==> src/rtl/conv_fir.sv <==
// Sequential multiply-accumulate FIR filter: one tap per cycle over a TAPS-deep delay line,
// with runtime-writable signed coefficients and a valid/ready result handshake.
module conv_fir #(
   parameter int DATA_W = 8,
   parameter int COEF_W = 8,
   parameter int TAPS   = 8,
   localparam int IDX_W = $clog2(TAPS),
   localparam int ACC_W = DATA_W + COEF_W + $clog2(TAPS)
) (
   input  logic                     clk,
   input  logic                     reset,
   input  logic                     in_valid,
   input  logic signed [DATA_W-1:0] in_data,
   output logic                     in_ready,
   input  logic                     coef_we,
   input  logic [IDX_W-1:0]         coef_addr,
   input  logic signed [COEF_W-1:0] coef_data,
   input  logic                     flush,
   output logic                     out_valid,
   output logic signed [ACC_W-1:0]  out_data,
   input  logic                     out_ready
);

   localparam int PROD_W = DATA_W + COEF_W;
   localparam logic [IDX_W-1:0] LAST_IDX = IDX_W'(TAPS - 1);
   localparam logic [IDX_W-1:0] IDX_ONE  = IDX_W'(1);

   typedef enum logic [1:0] {
      IDLE = 2'd0,
      MAC  = 2'd1,
      OUT  = 2'd2
   } state_t;

   state_t                    state_r;
   logic signed [DATA_W-1:0]  x_r [TAPS];
   logic signed [COEF_W-1:0]  c_r [TAPS];
   logic signed [ACC_W-1:0]   acc_r;
   logic [IDX_W-1:0]          idx_r;

   logic signed [PROD_W-1:0]  x_ext_s;
   logic signed [PROD_W-1:0]  c_ext_s;
   logic signed [PROD_W-1:0]  prod_s;
   logic signed [ACC_W-1:0]   sum_s;
   logic                      coef_wr_s;

   assign in_ready = (state_r == IDLE);

   // Current tap product, sign-extended into the accumulator so the running sum never wraps.
   always_comb begin
      x_ext_s = {{COEF_W{x_r[idx_r][DATA_W-1]}}, x_r[idx_r]};
      c_ext_s = {{DATA_W{c_r[idx_r][COEF_W-1]}}, c_r[idx_r]};
      prod_s  = x_ext_s * c_ext_s;
      sum_s   = acc_r + {{(ACC_W - PROD_W){prod_s[PROD_W-1]}}, prod_s};
   end

   // Coefficients are writable only while idle and only at an in-range index.
   always_comb begin
      coef_wr_s = 1'b0;
      if (coef_we && (state_r == IDLE) && (int'(coef_addr) < TAPS)) begin
         coef_wr_s = 1'b1;
      end else begin
         coef_wr_s = 1'b0;
      end
   end

   // Control FSM, delay line, coefficient bank, accumulator and registered result.
   always_ff @(posedge clk or posedge reset) begin
      if (reset) begin
         state_r   <= IDLE;
         acc_r     <= {ACC_W{1'b0}};
         idx_r     <= {IDX_W{1'b0}};
         out_valid <= 1'b0;
         out_data  <= {ACC_W{1'b0}};
         for (int k = 0; k < TAPS; k++) begin
            x_r[k] <= {DATA_W{1'b0}};
            c_r[k] <= {COEF_W{1'b0}};
         end
      end else begin
         if (coef_wr_s) begin
            c_r[coef_addr] <= coef_data;
         end
         // flush outranks any accept or handshake in the same cycle; coefficients survive it.
         if (flush) begin
            state_r   <= IDLE;
            acc_r     <= {ACC_W{1'b0}};
            idx_r     <= {IDX_W{1'b0}};
            out_valid <= 1'b0;
            out_data  <= {ACC_W{1'b0}};
            for (int k = 0; k < TAPS; k++) begin
               x_r[k] <= {DATA_W{1'b0}};
            end
         end else begin
            case (state_r)
               IDLE: begin
                  if (in_valid) begin
                     x_r[0] <= in_data;
                     for (int k = 1; k < TAPS; k++) begin
                        x_r[k] <= x_r[k-1];
                     end
                     acc_r   <= {ACC_W{1'b0}};
                     idx_r   <= {IDX_W{1'b0}};
                     state_r <= MAC;
                  end
               end
               MAC: begin
                  acc_r <= sum_s;
                  if (idx_r == LAST_IDX) begin
                     idx_r     <= {IDX_W{1'b0}};
                     out_valid <= 1'b1;
                     out_data  <= sum_s;
                     state_r   <= OUT;
                  end else begin
                     idx_r <= idx_r + IDX_ONE;
                  end
               end
               OUT: begin
                  if (out_ready) begin
                     out_valid <= 1'b0;
                     out_data  <= {ACC_W{1'b0}};
                     state_r   <= IDLE;
                  end
               end
               default: begin
                  state_r   <= IDLE;
                  out_valid <= 1'b0;
                  out_data  <= {ACC_W{1'b0}};
               end
            endcase
         end
      end
   end

endmodule

==> config.mk <==
export PLATFORM = sky130hd
export DESIGN_NAME = conv_fir
export DESIGN_NICKNAME = d
export VERILOG_FILES = /design/src/rtl/conv_fir.sv
export SDC_FILE = /design/constraint.sdc
export NUM_CORES = 1
export LEC_CHECK = 0
export CORE_MARGIN = 2
export CORE_UTILIZATION = 31
export DETAILED_ROUTE_END_ITERATION = 12
export PLACE_DENSITY = 0.47
export SYNTH_ARGS = -nofsm -noshare
export SYNTH_HDL_FRONTEND = slang
export SYNTH_SLANG_ARGS = --single-unit
export TNS_END_PERCENT = 5
==> constraint.sdc <==
create_clock -name clk -period 16.5 [get_ports clk]
set_input_delay 3.3 -clock clk [delete_from_list [all_inputs] [get_ports clk]]
set_output_delay 3.3 -clock clk [all_outputs]
set_load 0.02 [all_outputs]
==> results_dict.tcl <==
set metrics [dict create \
    status "completed" \
    fin_crit_sh_pct 49.8 \
    clkTransAtPathRegs_ns 0.07 \
    async_flop_share_pct 100 \
    timing.rr.end "out_data[18]" \
    synthCells 1031 \
    track_usage_pct 14.2 \
    ff2ff_path_depth 29 \
    slew_viol_final 0 \
    p_sw_share_pct 38.5 \
    post_cts_buffers 0 \
    pwr-share-clk_pct 24.5 \
    dieArea_um2 36300 \
    die_y_um 191 \
    placementRows 68 \
    fp.dieW_um 191 \
    internal_power_mw 1.03 \
    p_leak_nw 5.49 \
    first_iter_violations 347 \
    cts_root_buf "clkbuf_16" \
    period_needed_ns 8.21 \
    worst_pin_slew_ns 0.963 \
    min_path_cells 2 \
    drtAntennaViolNets 0 \
    cpPeakStageDelay_ns 0.76 \
    combPwrFrac_pct 44.3 \
    hold_viol_final 0 \
    min-delay-start "out_data[15]" \
    drc 0 \
    hold_buffers 0 \
    hp-class "register to register" \
    power.share.sequential_pct 31.2 \
    setup_viol 0 \
    layout-drive-gt1-share_pct 14.0 \
    fill_cells 3505 \
    num_io_pins 46 \
    diodes 0 \
    cp.required_ns 16.83 \
    area_delta_synth_final_pct 14.2 \
    arrival_ns 8.54 \
    r2r-start "idx_r[0]" \
    firstDrtPassIters 4 \
    dp_hpwl_mm 16.3 \
    antenna_found_initial 0 \
    rsz0062_at_grt "no" \
    clkSinkCount 172 \
    synth_edf_count 0 \
    cp-end-kind "register" \
    clk_latency_ns 0.45 \
    synth_top_area_cell "dfrtp_1" \
    gp_congestion 0.766 \
    slowest_stage "mux2i_1" \
    fin_skew_ns 0.0200 \
    clk_path_buf_depth 2 \
    synth.cells.most_frequent "dfrtp_1 (172), nand2_1 (172), inv_1 (90)" \
    synth_nets 1161 \
    synthDistinctLibCells 50 \
    numCtsBuffers 17 \
    synth_ff_type "dfrtp_1" \
    netlist_area_um2 10800 \
    holdWs_ns 0.481 \
    relSlewSlack_pct 34.0 \
    grt_first_pass_wirelength_mm 40.3 \
    fmaxAchievable_mhz 122 \
    fin_nets 1193 \
    cts-resized-gates 0 \
    tns_ns 0 \
    overflow 0 \
    yosys-top-cells-area "dfrtp_1 (40%), fa_1 (10%), mux2_2 (6.7%)" \
    peakVddDrop_mv 0.0689 \
    p_switching_mw 0.646 \
    core_area_um2 34400 \
    path_class "register to register" \
    detail_route.wirelength_mm 24.2 \
    h-tree-depth 4 \
    crit_fanout 35 \
    critPathLaunchType "register" \
    synth_top_area_share_pct 39.9 \
    wire_per_inst_um 15.8 \
    cap_violations 0 \
    synth-seq-cells 172 \
    grt_max_degree 97 \
    vias 7282 \
    initial_core_util_pct 31.4 \
    r2r_slack_ns 8.29 \
    ys_seq_area_share_pct 39.9 \
    hold_end "out_data[15]" \
    routed_via_density 4.76 \
    synth.avg_cell_area_um2 10.5 \
    first_global_vias 7436 \
    cts_tree "done" \
    ys_warn_count 0 \
    power_density_nw_per_um2 136 \
    io_buffers 45 \
]
==> cell families after synthesis <==
group	after synthesis	synth area share (%)
XOR/XNOR	30	2.50
buffers and inverters	134	4.76
AO/OA/AOI/OAI	159	8.88
multiplexers	121	15.7
AND/OR/NAND/NOR	310	12.2
flip-flops	172	39.9
adder cells (fa/ha/maj)	105	16.1
==> power by group through the flow <==
stage               combinational [mW]  sequential (mW)  clock, mW
finish                           0.742            0.524      0.411
global route                     0.841            0.533      0.445
CTS                              0.758            0.524      0.427
detailed placement               0.758            0.532          0
global placement                 0.752            0.531          0
floorplan                        0.575            0.536          0
==> routing by layer <==
metal	track usage, %	part of all wire [%]	wire length [µm]
met1	19.4	49	11800
met2	23.0	48	11500
met3	2.48	2.3	547
met4	4.17	1.0	253
met5	0	0	0
==> sequential cells by signal, summed over array words and instances, names as in the netlist <==
name,cells
x_r,64
c_r,64
out_data,19
out_valid,1
idx_r,3
state_r,2
acc_r,19
==> area by class of cell <==
class,count,area (µm²),share of cell area (%)
inverter,90,343,2.78
multi-input combinational,725,5980,48.5
clock buffer,18,439,3.56
timing repair buffer,57,536,4.35
clock inverter,14,150,1.22
sequential,172,4310,34.9
tap,455,569,4.62
==> metrics by stage <==
| step | utilization, % | instance area, µm² | power [mW] | instances | worst slack [ns] |
|---|---|---|---|---|---|
| floorplan | - | 10800 | 1.11 | 1031 | 8.54 |
| global placement | 34.1 | 11700 | 1.28 | 1499 | 8.24 |
| detailed placement | 34.1 | 11700 | 1.29 | 1499 | 8.19 |
| CTS | 35.9 | 12300 | 1.71 | 1531 | 8.16 |
| global route | 35.9 | 12300 | 1.82 | 1531 | 7.69 |
| finish | 35.9 | 12300 | 1.68 | 1531 | 8.29 |
==> critical path: cells and delay by family, from the launching register on <==
kind,cells,cell delay (ns)
fa+ha+maj,6,2.72
compound gates,11,1.99
mux,2,1.35
buf+inv,5,0.75
simple gates,2,0.47
xor+xnor,3,0.45
flops,1,0.34
==> worst max path at each step <==
stage | from | to | slack, ns | cells past startpoint
finish | idx_r[0] | out_data[18] | 8.29 | 29
global route | idx_r[0] | out_data[18] | 7.69 | 28
CTS | idx_r[0] | out_data[18] | 8.16 | 28
detailed placement | idx_r[0] | out_data[18] | 8.19 | 28
global placement | idx_r[0] | out_data[18] | 8.24 | 28
floorplan | reset | acc_r[0] | 8.54 | 1
==> layout by cell type (no fill, tap or decap), types with 20 or more instances in the layout <==
master / instances
nand2_1: 171
dfrtp_1: 171
a21oi_1: 89
inv_1: 89
nor2_1: 72
mux2_2: 64
fa_1: 56
ha_1: 49
clkdlybuf4s50_1: 44
mux4_2: 32
xnor2_1: 24
mux2i_1: 20
No activity file was read; power rests on OpenSTA's default activity.
